File: config.mk
export PLATFORM = sky130hd
export DESIGN_NAME = cache_ctrl_fsm_flat
export DESIGN_NICKNAME = d
export VERILOG_FILES = /design/src/rtl/cache_ctrl_fsm_if.sv /design/src/rtl/cache_ctrl_fsm.sv /design/src/flat_wrapper.sv
export SDC_FILE = /design/constraint.sdc
export NUM_CORES = 2
export LEC_CHECK = 0
export CAP_MARGIN = 20
export CORE_ASPECT_RATIO = 2
export CORE_MARGIN = 8
export CORE_UTILIZATION = 44
export CTS_CLUSTER_DIAMETER = 200
export DETAILED_ROUTE_END_ITERATION = 10
export GPL_ROUTABILITY_DRIVEN = 0
export PLACE_DENSITY = 0.61
export REMOVE_ABC_BUFFERS = 1
export SYNTH_ARGS = -nofsm -noshare
export SYNTH_HDL_FRONTEND = slang
export SYNTH_SLANG_ARGS = --single-unit
export TNS_END_PERCENT = 100
File: constraint.sdc
create_clock -name clk -period 56.3 [get_ports clk]
set_input_delay 8.445 -clock clk [delete_from_list [all_inputs] [get_ports clk]]
set_output_delay 8.445 -clock clk [all_outputs]
set_load 0.005 [all_outputs]
File: src/rtl/cache_ctrl_fsm_if.sv
// cache_ctrl_fsm_if: CPU request/response and main-memory handshake bundle for the cache controller.
interface cache_ctrl_fsm_if #(
    parameter int ADDR_W = 8,
    parameter int DATA_W = 32
);
    logic              req_valid;
    logic              req_ready;
    logic              req_we;
    logic [ADDR_W-1:0] req_addr;
    logic [DATA_W-1:0] req_wdata;
    logic              resp_valid;
    logic [DATA_W-1:0] resp_rdata;
    logic              resp_hit;
    logic              mem_req;
    logic              mem_we;
    logic [ADDR_W-1:0] mem_addr;
    logic [DATA_W-1:0] mem_wdata;
    logic              mem_ack;
    logic [DATA_W-1:0] mem_rdata;

    modport slave (
        input  req_valid, req_we, req_addr, req_wdata, mem_ack, mem_rdata,
        output req_ready, resp_valid, resp_rdata, resp_hit, mem_req, mem_we, mem_addr, mem_wdata
    );

    modport master (
        output req_valid, req_we, req_addr, req_wdata, mem_ack, mem_rdata,
        input  req_ready, resp_valid, resp_rdata, resp_hit, mem_req, mem_we, mem_addr, mem_wdata
    );
endinterface

File: src/rtl/cache_ctrl_fsm.sv
// cache_ctrl_fsm: 4-way set-associative, write-through/no-write-allocate cache controller with true-LRU ages.
module cache_ctrl_fsm #(
    parameter int SETS   = 8,
    parameter int WAYS   = 4,
    parameter int TAG_W  = 5,
    parameter int DATA_W = 32
) (
    input  logic           clk,
    input  logic           reset,
    cache_ctrl_fsm_if.slave bus
);
    localparam int IDX_W = $clog2(SETS);
    localparam int AW    = TAG_W + IDX_W;

    typedef enum logic [2:0] {IDLE, LOOKUP, MEM_RD, MEM_WR, REFILL, RESP} state_t;

    state_t                                     state_q, state_d;
    logic                                       we_q, we_d, hit_q, hit_d;
    logic [AW-1:0]                              addr_q, addr_d;
    logic [DATA_W-1:0]                          wdata_q, wdata_d, rdata_q, rdata_d;
    logic [1:0]                                 victim_q, victim_d;
    logic [SETS-1:0][WAYS-1:0]                  valid_q, valid_d;
    logic [SETS-1:0][WAYS-1:0][TAG_W-1:0]       tag_q, tag_d;
    logic [SETS-1:0][WAYS-1:0][DATA_W-1:0]      data_q, data_d;
    logic [SETS-1:0][WAYS-1:0][1:0]             age_q, age_d;

    logic [IDX_W-1:0] set;
    logic [TAG_W-1:0] tag;
    logic [WAYS-1:0]  hit_vec;
    logic [1:0]       hit_way, victim;

    // Ways younger than the accessed one age by one; the accessed way becomes newest.
    function automatic logic [WAYS-1:0][1:0] lru_upd(input logic [WAYS-1:0][1:0] a, input logic [1:0] w);
        lru_upd = a;
        for (int i = 0; i < WAYS; i++) if (a[i] < a[w]) lru_upd[i] = a[i] + 2'd1;
        lru_upd[w] = 2'd0;
    endfunction

    always_comb begin
        set     = addr_q[IDX_W-1:0];
        tag     = addr_q[AW-1:IDX_W];
        hit_vec = '0;
        hit_way = '0;
        victim  = '0;
        for (int i = 0; i < WAYS; i++) hit_vec[i] = valid_q[set][i] && tag_q[set][i] == tag;
        for (int i = 0; i < WAYS; i++) if (hit_vec[i]) hit_way = 2'(i);
        for (int i = 0; i < WAYS; i++) if (age_q[set][i] == 2'd3) victim = 2'(i);
        for (int i = WAYS - 1; i >= 0; i--) if (!valid_q[set][i]) victim = 2'(i);
    end

    always_comb begin
        state_d  = state_q;
        we_d     = we_q;
        hit_d    = hit_q;
        addr_d   = addr_q;
        wdata_d  = wdata_q;
        rdata_d  = rdata_q;
        victim_d = victim_q;
        valid_d  = valid_q;
        tag_d    = tag_q;
        data_d   = data_q;
        age_d    = age_q;
        case (state_q)
            IDLE: if (bus.req_valid) begin
                we_d    = bus.req_we;
                addr_d  = bus.req_addr;
                wdata_d = bus.req_wdata;
                state_d = LOOKUP;
            end
            LOOKUP: begin
                hit_d   = |hit_vec;
                rdata_d = '0;
                if (|hit_vec) begin
                    age_d[set] = lru_upd(age_q[set], hit_way);
                    if (we_q) data_d[set][hit_way] = wdata_q;
                    else rdata_d = data_q[set][hit_way];
                end
                victim_d = victim;
                state_d  = we_q ? MEM_WR : (|hit_vec ? RESP : MEM_RD);
            end
            MEM_RD: if (bus.mem_ack) begin
                rdata_d = bus.mem_rdata;
                state_d = REFILL;
            end
            REFILL: begin
                data_d[set][victim_q]  = rdata_q;
                tag_d[set][victim_q]   = tag;
                valid_d[set][victim_q] = 1'b1;
                age_d[set]             = lru_upd(age_q[set], victim_q);
                state_d                = RESP;
            end
            MEM_WR: state_d = bus.mem_ack ? RESP : MEM_WR;
            default: state_d = IDLE;
        endcase
    end

    always_ff @(posedge clk or posedge reset) begin
        if (reset) begin
            state_q  <= IDLE;
            we_q     <= 1'b0;
            hit_q    <= 1'b0;
            addr_q   <= '0;
            wdata_q  <= '0;
            rdata_q  <= '0;
            victim_q <= '0;
            valid_q  <= '0;
            tag_q    <= '0;
            data_q   <= '0;
            for (int s = 0; s < SETS; s++)
                for (int w = 0; w < WAYS; w++) age_q[s][w] <= 2'(w);
        end else begin
            state_q  <= state_d;
            we_q     <= we_d;
            hit_q    <= hit_d;
            addr_q   <= addr_d;
            wdata_q  <= wdata_d;
            rdata_q  <= rdata_d;
            victim_q <= victim_d;
            valid_q  <= valid_d;
            tag_q    <= tag_d;
            data_q   <= data_d;
            age_q    <= age_d;
        end
    end

    assign bus.req_ready  = state_q == IDLE;
    assign bus.mem_req    = state_q == MEM_RD || state_q == MEM_WR;
    assign bus.mem_we     = state_q == MEM_WR;
    assign bus.mem_addr   = bus.mem_req ? addr_q : '0;
    assign bus.mem_wdata  = state_q == MEM_WR ? wdata_q : '0;
    assign bus.resp_valid = state_q == RESP;
    assign bus.resp_rdata = state_q == RESP ? rdata_q : '0;
    assign bus.resp_hit   = state_q == RESP && hit_q;
endmodule
File: src/flat_wrapper.sv
// flat-port wrapper written by rule: the top's interface ports become plain ports
module cache_ctrl_fsm_flat 
#(
    parameter int SETS   = 8,
    parameter int WAYS   = 4,
    parameter int TAG_W  = 5,
    parameter int DATA_W = 32
)
  (clk, reset, bus_req_valid, bus_req_we, bus_req_addr, bus_req_wdata, bus_mem_ack, bus_mem_rdata, bus_req_ready, bus_resp_valid, bus_resp_rdata, bus_resp_hit, bus_mem_req, bus_mem_we, bus_mem_addr, bus_mem_wdata);
  cache_ctrl_fsm_if #(.DATA_W(DATA_W)) bus_i ();
  input  logic clk;
  input  logic reset;
  input wire logic [$bits(bus_i.req_valid)-1:0] bus_req_valid;
  input wire logic [$bits(bus_i.req_we)-1:0] bus_req_we;
  input wire logic [$bits(bus_i.req_addr)-1:0] bus_req_addr;
  input wire logic [$bits(bus_i.req_wdata)-1:0] bus_req_wdata;
  input wire logic [$bits(bus_i.mem_ack)-1:0] bus_mem_ack;
  input wire logic [$bits(bus_i.mem_rdata)-1:0] bus_mem_rdata;
  output wire logic [$bits(bus_i.req_ready)-1:0] bus_req_ready;
  output wire logic [$bits(bus_i.resp_valid)-1:0] bus_resp_valid;
  output wire logic [$bits(bus_i.resp_rdata)-1:0] bus_resp_rdata;
  output wire logic [$bits(bus_i.resp_hit)-1:0] bus_resp_hit;
  output wire logic [$bits(bus_i.mem_req)-1:0] bus_mem_req;
  output wire logic [$bits(bus_i.mem_we)-1:0] bus_mem_we;
  output wire logic [$bits(bus_i.mem_addr)-1:0] bus_mem_addr;
  output wire logic [$bits(bus_i.mem_wdata)-1:0] bus_mem_wdata;
  assign bus_i.req_valid = bus_req_valid;
  assign bus_i.req_we = bus_req_we;
  assign bus_i.req_addr = bus_req_addr;
  assign bus_i.req_wdata = bus_req_wdata;
  assign bus_i.mem_ack = bus_mem_ack;
  assign bus_i.mem_rdata = bus_mem_rdata;
  assign bus_req_ready = bus_i.req_ready;
  assign bus_resp_valid = bus_i.resp_valid;
  assign bus_resp_rdata = bus_i.resp_rdata;
  assign bus_resp_hit = bus_i.resp_hit;
  assign bus_mem_req = bus_i.mem_req;
  assign bus_mem_we = bus_i.mem_we;
  assign bus_mem_addr = bus_i.mem_addr;
  assign bus_mem_wdata = bus_i.mem_wdata;
  cache_ctrl_fsm #(.SETS(SETS), .WAYS(WAYS), .TAG_W(TAG_W), .DATA_W(DATA_W)) u_core (.clk(clk), .reset(reset), .bus(bus_i));
endmodule
==> load_flow_metrics.sql <==
INSERT INTO impl_metrics (metric_group, metric, value, unit) VALUES
('power', 'power_density_cells', '51.0', 'nW/µm²'),
('routing', 'drtAntennaViolNets', '0', ''),
('cells_and_area', 'most_frequent_standard_cell_in_the_layout_excluding_fill_and_tap_cells', 'sky130_fd_sc_hd__dfrtp_1', ''),
('yosys', 'synth_edf_count', '0', ''),
('yosys', 'basic_gate_share_of_the_synthesized_area_counting_and_or_nand_and_nor_cells', '10.2', '%'),
('floorplan', 'rows', '204', ''),
('yosys', 'post_synthesis_mean_instance_area', '9.37', 'µm²'),
('routing', 'detail_route.wl_per_cell', '34.6', 'µm'),
('worst_setup_path', 'critPathRequiredTime', '57.10', 'ns'),
('grt', 'globalRouteTotalUtil', '36.0', '%'),
('yosys', 'ys.flop_type', 'sky130_fd_sc_hd__dfrtp_1', ''),
('routing', 'post-route-drc-count', '0', ''),
('clock_tree', 'clock_buffer_depth', '3', ''),
('routing', 'iteration_0_drc_count_of_the_detailed_router', '9704', ''),
('flow_run', 'max_cap_violations', '0', ''),
('grt', 'grt_antenna_before_repair', '13', ''),
('floorplan', 'core-area', '154000', 'µm²'),
('clock_tree', 'ctsHtreeMaxLevel', '4', ''),
('routing', 'postRouteWirelength', '312000', 'µm'),
('clock_tree', 'cts_hold_repair.buffers', '0', ''),
('worst_setup_path', 'slack_of_the_worst_reg_to_reg_path', '47.52', 'ns'),
('place', 'detailedPlacementHpwl', '164000', 'µm'),
('yosys', 'synthDominantCellAreaShare', '48.9', '%'),
('cells_and_area', 'synthToLayoutAreaGrowth', '11.5', '%'),
('yosys', 'synth_area_in_compound_gates', '27.1', '%'),
('power', 'power.leakage', '30.3', 'nW'),
('floorplan', 'io_pins', '154', ''),
('floorplan', 'floorplan.die_area', '168000', 'µm²'),
('run_status', 'run_status', 'complete, no violations', ''),
('sta', 'final_max_slew_violation_count', '0', ''),
('yosys', 'synth_adder_area_share', '0.158', '%'),
('cells_and_area', 'final_cell_count_no_fill', '9027', ''),
('sta', 'rsz0062_at_grt', 'false', ''),
('clock_tree', 'clk_pin_slew', '0.06', 'ns'),
('worst_setup_path', 'startpoint_type_of_the_worst_setup_path', 'input port', ''),
('cells_and_area', 'mostFrequentLayoutCells', '1322 x sky130_fd_sc_hd__dfrtp_1, 1139 x sky130_fd_sc_hd__nand2_1, 1041 x sky130_fd_sc_hd__a22oi_1', ''),
('yosys', 'synth.yosys.seq_area_share', '50.1', '%'),
('worst_setup_path', 'critical_path_arrival', '12.99', 'ns'),
('worst_setup_path', 'slowest_delay', '0.85', 'ns'),
('grt', 'global_route_wire_length_before_repair', '449000', 'µm'),
('sta', 'timing.clock.skew', '0.0512', 'ns'),
('yosys', 'synth.mux.area_fraction', '6.68', '%'),
('routing', 'detail_route.first_pass.iterations', '8', ''),
('yosys', 'netlist_instances', '7255', ''),
('clock_tree', 'cts.sinks', '1359', ''),
('worst_setup_path', 'cpMostUsedCell', 'sky130_fd_sc_hd__buf_4', ''),
('worst_setup_path', 'end_kind', 'async pin', ''),
('yosys', 'mappedNetlistArea', '67900', 'µm²'),
('worst_hold_path', 'classification_of_the_worst_slack_hold_path', 'flop to flop', ''),
('sta', 'fmax', '82.1', 'MHz'),
('cells_and_area', 'drive_above_1_share', '13.7', '%'),
('worst_setup_path', 'crit_path_max_fanout', '103', ''),
('clock_tree', 'cts_buffers', '133', ''),
('clock_tree', 'cts_setup_buffers', '0', ''),
('worst_setup_path', 'timing.setup.critical_path_class', 'input port to async pin', ''),
('routing', 'routed-via-count', '64000', ''),
('floorplan', 'width_of_the_die', '294', 'µm'),
('sta', 'final.min_clock_period', '12.18', 'ns'),
('clock_tree', 'cts.repair.resized', '0', ''),
('sta', 'final_report_hold_violation_count', '0', ''),
('floorplan', 'fp.dieH', '572', 'µm'),
('grt', 'first_global_vias', '63300', ''),
('worst_setup_path', 'timing.critical_path.buf_inv', '6', ''),
('power', 'ir_worst_vdd', '63.1', 'µV'),
('yosys', 'ys_top_cells_by_area', 'sky130_fd_sc_hd__dfrtp_1 49%, sky130_fd_sc_hd__a22oi_1 12%, sky130_fd_sc_hd__o21ai_0 7.7%', ''),
('clock_tree', 'root_buffer', 'sky130_fd_sc_hd__clkbuf_16', ''),
('yosys', 'synth_area_leader_cell', 'sky130_fd_sc_hd__dfrtp_1', ''),
('place', 'place_inst', '8776', ''),
('yosys', 'yosys.cell_types.count', '81', ''),
('yosys', 'postSynthRegisterBits', '1359', ''),
('sta', 'final.period_utilization', '21.6', '%');
[cell type report]
type	count	area (µm²)
timing repair buffer	401	3550
fill	14300	78200
antenna	9	22.5
sequential	1359	34100
clock buffer	197	3990
tap	2060	2580
clock inverter	43	404
multi-input combinational	4937	31100
inverter	21	86.3
[flip-flops by register name, indices dropped and copies added, names as in the netlist]
register and flops:
u_core.addr_q 8, u_core.age_q 64, u_core.data_q 1024, u_core.hit_q 1
u_core.rdata_q 32, u_core.state_q 3, u_core.tag_q 160, u_core.valid_q 32
u_core.victim_q 2, u_core.wdata_q 32, u_core.we_q 1
[stage by stage]
step | worst slack, ns | power [W] | instance area (µm²) | util (%) | hold WS, ns
2_1_floorplan | 9.59 | 0.00214 | 64200 | - | 0.431
3_3_place_gp | 43.11 | 0.00286 | 71200 | 46.3 | 0.445
3_5_place_dp | 43.08 | 0.00287 | 71300 | 46.3 | 0.447
4_1_cts | 43.94 | 0.00379 | 75700 | 49.2 | 0.462
5_1_grt | 43.48 | 0.00397 | 75700 | 49.2 | 0.472
6_report | 44.12 | 0.00387 | 75700 | 49.2 | 0.460
[routing by layer]
layer / vias to the layer above / GRT usage, % / share of wire [%]
met4: 16 / 27.3 / 9.1
met1: 31500 / 43.9 / 35
met2: 5103 / 53.0 / 43
met3: 1570 / 11.4 / 13
met5: - / 0.287 / 0.096
li1: 25800 / - / -
[worst reg2reg max path: cells and delay by family (launching register included)]
kind	cells	cell delay [ns]
AO/OA/AOI/OAI	5	2.34
buffers and inverters	6	4.12
AND/OR/NAND/NOR	4	1.50
flip-flops	1	0.68
[cell usage after synthesis (all sizes together), types with 3 or more instances]
master   instances
mux4            31
xnor2            5
mux2i           90
and3b            4
ha               7
or4             17
and3            70
nor4            83
a31oi           36
nand2b          13
a21oi           63
a221o            3
nand2         1145
mux2           261
nor3            33
a21o             4
buf            171
a22o             9
or3             15
o32ai            4
or2             36
o31ai           30
a2bb2oi          4
o21ai         1114
o211ai           9
dfstp           32
inv             19
nor2           183
o21a             7
dfrtp         1327
a2111o          13
nand3           11
and2            14
a221oi          14
nor3b            3
clkbuf         767
a211oi          15
o22a            28
o221ai          29
nor2b            8
o22ai          447
a22oi         1042
o41ai           10
[kinds of logic (layout without fill, tap and decap cells)]
logic type,count (synthesis),in the layout
compound gates,2897,2897
xor+xnor,6,6
fa+ha+maj,9,9
buf+inv,959,662
flops,1359,1359
mux,382,382
other cells,0,9
simple gates,1643,1643
[path summary, 6_finish.rpt]
kind,from,end,cells after the start
max,reset,u_core.rdata_q[16],6
min,u_core.valid_q[21],u_core.valid_q[21],1
max reg2reg,u_core.addr_q[0],u_core.data_q[866],15
min reg2reg,u_core.valid_q[21],u_core.valid_q[21],1
max in group clk,u_core.state_q[0],bus_resp_rdata[23],3
min in group asynchronous,reset,u_core.tag_q[105],2
[power by group]
group          total (W)  switching, W  internal (W)
sequential       0.00125      0.000115       0.00114
combinational    0.00169       0.00123      0.000458
clock           0.000928      0.000416      0.000512
total            0.00387       0.00176       0.00211
(Power assumes the default switching activity.)
